==> src/rtl/dsdemod3.sv <==
// Third-order CIC decimator: turns a 1-bit delta-sigma stream into signed n-bit
// samples at 1/2^r of the bit rate, with a one-cycle valid strobe per sample.
module dsdemod3 #(
    parameter int n = 16,
    parameter int r = 6
) (
    input  logic         clk,
    input  logic         clr,
    input  logic         in,
    output logic [n-1:0] out,
    output logic         valid
);

    localparam int B  = 3 * r + 2;
    localparam int SH = 3 * r + 1 - n;

    generate
        if (3 * r + 1 < n) begin : g_bad_params
            $error("dsdemod3: parameters must satisfy 3r+1 >= n");
        end
    endgenerate

    // +2^(n-1) after scaling is the single value that does not fit in n bits
    localparam logic [B-1:0] POS_FS = {{(B - n){1'b0}}, 1'b1, {(n - 1){1'b0}}};

    logic signed [B-1:0] i1_q, i2_q, i3_q, i1_d, i2_d, i3_d;
    logic signed [B-1:0] d1_q, d2_q, d3_q, d1_d, d2_d, d3_d;
    logic        [r-1:0] cnt_q, cnt_d;
    logic        [n-1:0] out_q, out_d;
    logic                valid_q, valid_d;

    logic signed [B-1:0] x, c1, c2, c3, s;
    logic                tick;

    always_comb begin
        x     = in ? B'(1) : '1;
        i1_d  = i1_q + x;
        i2_d  = i2_q + i1_q;
        i3_d  = i3_q + i2_q;
        cnt_d = cnt_q + 1'b1;
        tick  = (cnt_q == '1);

        c1 = i3_q - d1_q;
        c2 = c1 - d2_q;
        c3 = c2 - d3_q;
        s  = c3 >>> SH;

        d1_d    = d1_q;
        d2_d    = d2_q;
        d3_d    = d3_q;
        out_d   = out_q;
        valid_d = 1'b0;
        if (tick) begin
            d1_d    = i3_q;
            d2_d    = c1;
            d3_d    = c2;
            out_d   = (s == POS_FS) ? {1'b0, {(n - 1){1'b1}}} : s[n-1:0];
            valid_d = 1'b1;
        end
    end

    always_ff @(posedge clk) begin
        if (clr) begin
            i1_q    <= '0;
            i2_q    <= '0;
            i3_q    <= '0;
            d1_q    <= '0;
            d2_q    <= '0;
            d3_q    <= '0;
            cnt_q   <= '0;
            out_q   <= '0;
            valid_q <= 1'b0;
        end else begin
            i1_q    <= i1_d;
            i2_q    <= i2_d;
            i3_q    <= i3_d;
            d1_q    <= d1_d;
            d2_q    <= d2_d;
            d3_q    <= d3_d;
            cnt_q   <= cnt_d;
            out_q   <= out_d;
            valid_q <= valid_d;
        end
    end

    assign out   = out_q;
    assign valid = valid_q;

endmodule

==> config.mk <==
export PLATFORM = sky130hd
export DESIGN_NAME = dsdemod3
export DESIGN_NICKNAME = d
export VERILOG_FILES = /design/src/rtl/dsdemod3.sv
export SDC_FILE = /design/constraint.sdc
export NUM_CORES = 1
export LEC_CHECK = 0
export ABC_AREA = 1
export CAP_MARGIN = 10
export CORE_ASPECT_RATIO = 0.6
export CORE_UTILIZATION = 55
export CTS_BUF_LIST = sky130_fd_sc_hd__clkbuf_16
export CTS_CLUSTER_SIZE = 8
export DETAILED_ROUTE_END_ITERATION = 8
export PLACE_DENSITY = 0.72
export SLEW_MARGIN = 20
export SYNTH_ARGS = -nofsm -noshare
export SYNTH_HDL_FRONTEND = slang
export SYNTH_SLANG_ARGS = --single-unit
export TNS_END_PERCENT = 30
==> constraint.sdc <==
create_clock -name clk -period 13.3 [get_ports clk]
set_input_delay 3.325 -clock clk [delete_from_list [all_inputs] [get_ports clk]]
set_output_delay 3.325 -clock clk [all_outputs]
set_load 0.02 [all_outputs]
Yosys cells after proc, flatten, opt, wreduce, memory -nomap -nowiden:

Cells that the tools add are included.

* add/subtract/negate cells: 7
* multipliers: 0
* divide/modulo/power cells: 0
* magnitude comparators: 0
* equal/unequal tests: 2
* shifts and indexed selects: 0
* mux-type cells: 3
* bitwise operators: 0
* reduce and logical (&&, ||, !) cells: 0

Operators with widths (count)
* 20-bit adder: 3
* 20-bit subtractor: 3
* 20-bit by 16-bit == test with 1-bit output (second input constant): 1
* 20-bit two-way mux: 1
* 16-bit two-way mux: 1
* 6-bit by 1-bit adder with 6-bit output (second input constant): 1
* 6-bit == test (second input constant): 1
* 1-bit two-way mux: 1

* bits in registers: 143
* bits in latches: 0
* bits in writable memories: 0
* memory bits (read-only): 0
* input bits: 3
* output and inout bits: 17
* logic and storage cells: 21
* memories kept: 0

Longest topological paths before layout:

* depth after elaboration: 5
* gate-level depth with buffers: 34
* depth with buffers taken out: 34

Worst setup path before layout:

Ideal clock, no wire load.

* path type: in2reg
* start point: in in
* end point: reg i1_q[17]
* library setup time: 0.113 ns
* arrival time: 5.379 ns
* data required time: 13.187 ns
* slack: 7.808 ns
* stages: 14
* buffers on the path: 0
* path through: inv_1 ha_1 a21oi_1 nand2_1 a21oi_1 o21ai_1 a21boi_0 inv_1 nand2_1 nand3_1 a21boi_1 o21ai_0 nor2_1 nor2_1

* word-level cells in the longest chain between the ends: 2

Ends and longest elaborated chain
* start, declared: RTL line 9 `input logic in,`
* 20-bit two-way mux: RTL line 36 `x = in ? B'(1) : '1;`
* 20-bit adder: RTL line 37 `i1_d = i1_q + x;`
* end signal, assigned: RTL line 74 `i1_q <= i1_d;`
* end, declared: RTL line 26 `logic signed [B-1:0] i1_q, i2_q, i3_q, i1_d, i2_d, i3_d;`

No other way between the ends.
A chain may end at the register's enable or synchronous reset.

Worst setup path in the final report:

Same ends and word-level chain as after synthesis.

==> results.py <==
metrics = {
    "floorplanning": {
        "fp-row-count": 38,
        "pin_count": 20,
        "die_x_microns": 179,
        "start_util": 0.569,
        "die-area_sq_um": 19400,
        "core_region_area_sq_um": 18300,
        "die-height_microns": 108,
    },
    "routing": {
        "wl_per_cell_microns": 15.2,
        "drtIter0Drc": 942,
        "vias": 9774,
        "vias_per_cell": 5.60,
        "detail_route.drc_violations": 0,
        "first_pass_iters": 5,
        "ant_nets": 0,
        "routed_wl_microns": 26500,
    },
    "min_path": {
        "worstHoldStart": "cnt_q[0]",
        "min_path_cells": 1,
        "hp-class": "reg -> reg",
    },
    "cts": {
        "clk_pin_slew_ns": 0.06,
        "cts_root_buffer": "clkbuf_16",
        "cts.sinks": 143,
        "htree_levels": 4,
        "cts_setup_buffers": 0,
        "cts_hold_buffers": 0,
        "cts_resized": 0,
        "tritoncts": "built",
        "clock_path_buffers": 2,
        "cts_buffers": 17,
        "clock_latency_ns": 0.44,
    },
    "grt": {
        "first_global_vias": 8340,
        "grt_max_degree": 92,
        "globalRoute.totalOverflow": 0,
        "grt_first_pass_wirelength_microns": 43000,
        "grt_usage": 0.286,
        "antenna_found_initial": 0,
    },
    "cells_and_area": {
        "antenna_cells": 0,
        "layout_common_cells": "234 x nand2_1, 228 x a21oi_1, 223 x inv_1",
        "fin_nets": 1612,
        "area_growth_pct": 9.50,
        "layout-drive-gt1-share": 0.0638,
        "final_common_cell": "nand2_1",
    },
    "timing": {
        "setup-violations-final": 0,
        "slew_viol_final": 0,
        "fin_crit_sh": 0.459,
        "hold_viol": 0,
        "layout_min_cycle_time_ns": 6.11,
        "worst_pin_slew_ns": 0.908,
        "rsz0062_at_grt": "no",
        "setup-tns-final_ns": 0,
        "clock_skew_ns": 0.00811,
        "max_freq_mhz": 164,
        "relSlewSlack": 0.395,
    },
    "setup_path": {
        "worst-path-stages": 16,
        "required_ns": 13.67,
        "worstSetupEndpointType": "flip-flop",
        "cp_num_buf_inv": 3,
        "crit_family": "compound AO/OA/AOI/OAI gates",
        "arrival_ns": 6.48,
        "worstSetupStartpointType": "input pin",
        "crit_fanout": 19,
        "cpMostUsedCell": "nand2_1",
        "crit_slowest_cell": "inv_1",
        "crit_path_start": "in",
        "reg2regPathDepth": 32,
        "worstSetupPathType": "in -> reg",
        "cpPeakStageDelay_ns": 0.56,
        "path_cells": "clkdlybuf4s50_1, inv_1, ha_1, a21oi_1, nand2_1, a21oi_1, o21ai_1, a21boi_0, inv_1, nand2_1, nand3_1, a21boi_1, o21ai_0, nand2_1, nand2_1, nor2_1",
        "r2r_start": "d1_q[2]",
    },
    "yosys": {
        "netlist_area_sq_um": 10400,
        "avgSynthCellArea_sq_um": 7.00,
        "synthArstFlopShare": 0,
        "yosysWarnings": 0,
        "synth.net_count": 1603,
        "synth_cell_types": 47,
        "synth-seq-cells": 143,
        "synth-edff-count": 0,
        "yosys_most_used_dff": "dfxtp_1",
        "seq_area_frac_synth": 0.276,
        "synthCells": 1482,
    },
    "run": {
        "maxCapViolCount": 0,
    },
    "status": {
        "status": "finished clean",
    },
    "placement": {
        "dp_hpwl_microns": 19700,
        "gp_congestion": 0.969,
        "place.port_buffers": 19,
    },
}
state kept, by name (all words and copies together) (netlist names):
signal  flops
d1_q       20
d2_q       20
d3_q       20
i1_q       20
i2_q       20
i3_q       20
out        16
cnt_q       6
valid       1
stage by stage:
step	hold slack [ns]	std cells	utilization	instance area, sq um	setup slack, ns
CTS	0.451	1744	0.623	11400	7.25
floorplan	0.418	1482	-	10400	7.81
detailed placement	0.441	1712	0.589	10800	6.80
global route	0.487	1744	0.623	11400	6.75
global placement	0.428	1712	0.589	10800	6.88
finish	0.452	1744	0.623	11400	7.19
cell usage after synthesis (2+ instances only):
master	instances	area, sq um
inv_1	223	837
fa_1	5	100
a31oi_1	6	37.5
nor3b_1	5	37.5
clkinv_1	2	7.51
clkbuf_1	27	101
ha_1	113	1410
o21a_1	13	97.6
a21oi_1	228	1140
nand3_2	7	70.1
nand4_1	14	87.6
buf_1	4	15.0
xor2_1	24	210
nand3_4	2	35.0
nor3_1	14	70.1
o21ai_0	157	786
a21boi_0	7	52.6
and2_1	2	12.5
nor2_2	3	18.8
o211ai_1	9	67.6
a21oi_4	10	163
dfxtp_1	143	2860
inv_2	9	33.8
a21o_1	4	30.0
o21ai_1	8	40.0
nand2_1	235	882
a21oi_2	6	52.6
o31ai_1	13	97.6
nand3b_1	2	15.0
nand2_2	15	93.8
nand3_1	50	250
nor4_1	3	18.8
nor2_1	85	319
a41oi_1	2	17.5
xnor2_1	14	123
o21bai_1	7	52.6
metal layers:
layer / global-route usage / share of wire / vias to the layer above
met5: 0 / 0 / -
met4: 0.0582 / 0.0075 / 0
met3: 0.0717 / 0.087 / 17
met2: 0.338 / 0.33 / 326
met1: 0.483 / 0.57 / 4402
li1: - / - / 5029
cells by family (layout without fill, tap and decap cells):
kind of cell               count (synthesis)  in the layout  synth area share
AOI/OAI and AO/OA                        472            472             0.255
and+or+nand+nor                          445            445             0.193
buffers and inverters                    266            288            0.0978
DFF                                      143            143             0.276
adders and majority gates                118            118             0.146
xor gates and xnor gates                  38             38            0.0321
area by class of cell:
cell class,instances,area (sq um)
Inverter,234,878
Tap cell,240,300
Timing Repair Buffer,22,208
Sequential cell,143,2860
Multi-Input combinational cell,1073,6510
Clock buffer,17,425
Clock inverter,15,181
Fill cell,1682,6890
path summary, 6_finish.rpt:
path                    to  slack (ns)
hold / removal    cnt_q[0]        0.45
setup / recovery  i1_q[17]        7.19
hold reg to reg   cnt_q[0]        0.45
setup reg to reg   out[15]        7.22
Power is not shown: default switching activity piles up to over one toggle a cycle in this logic, so the estimate is an artifact.
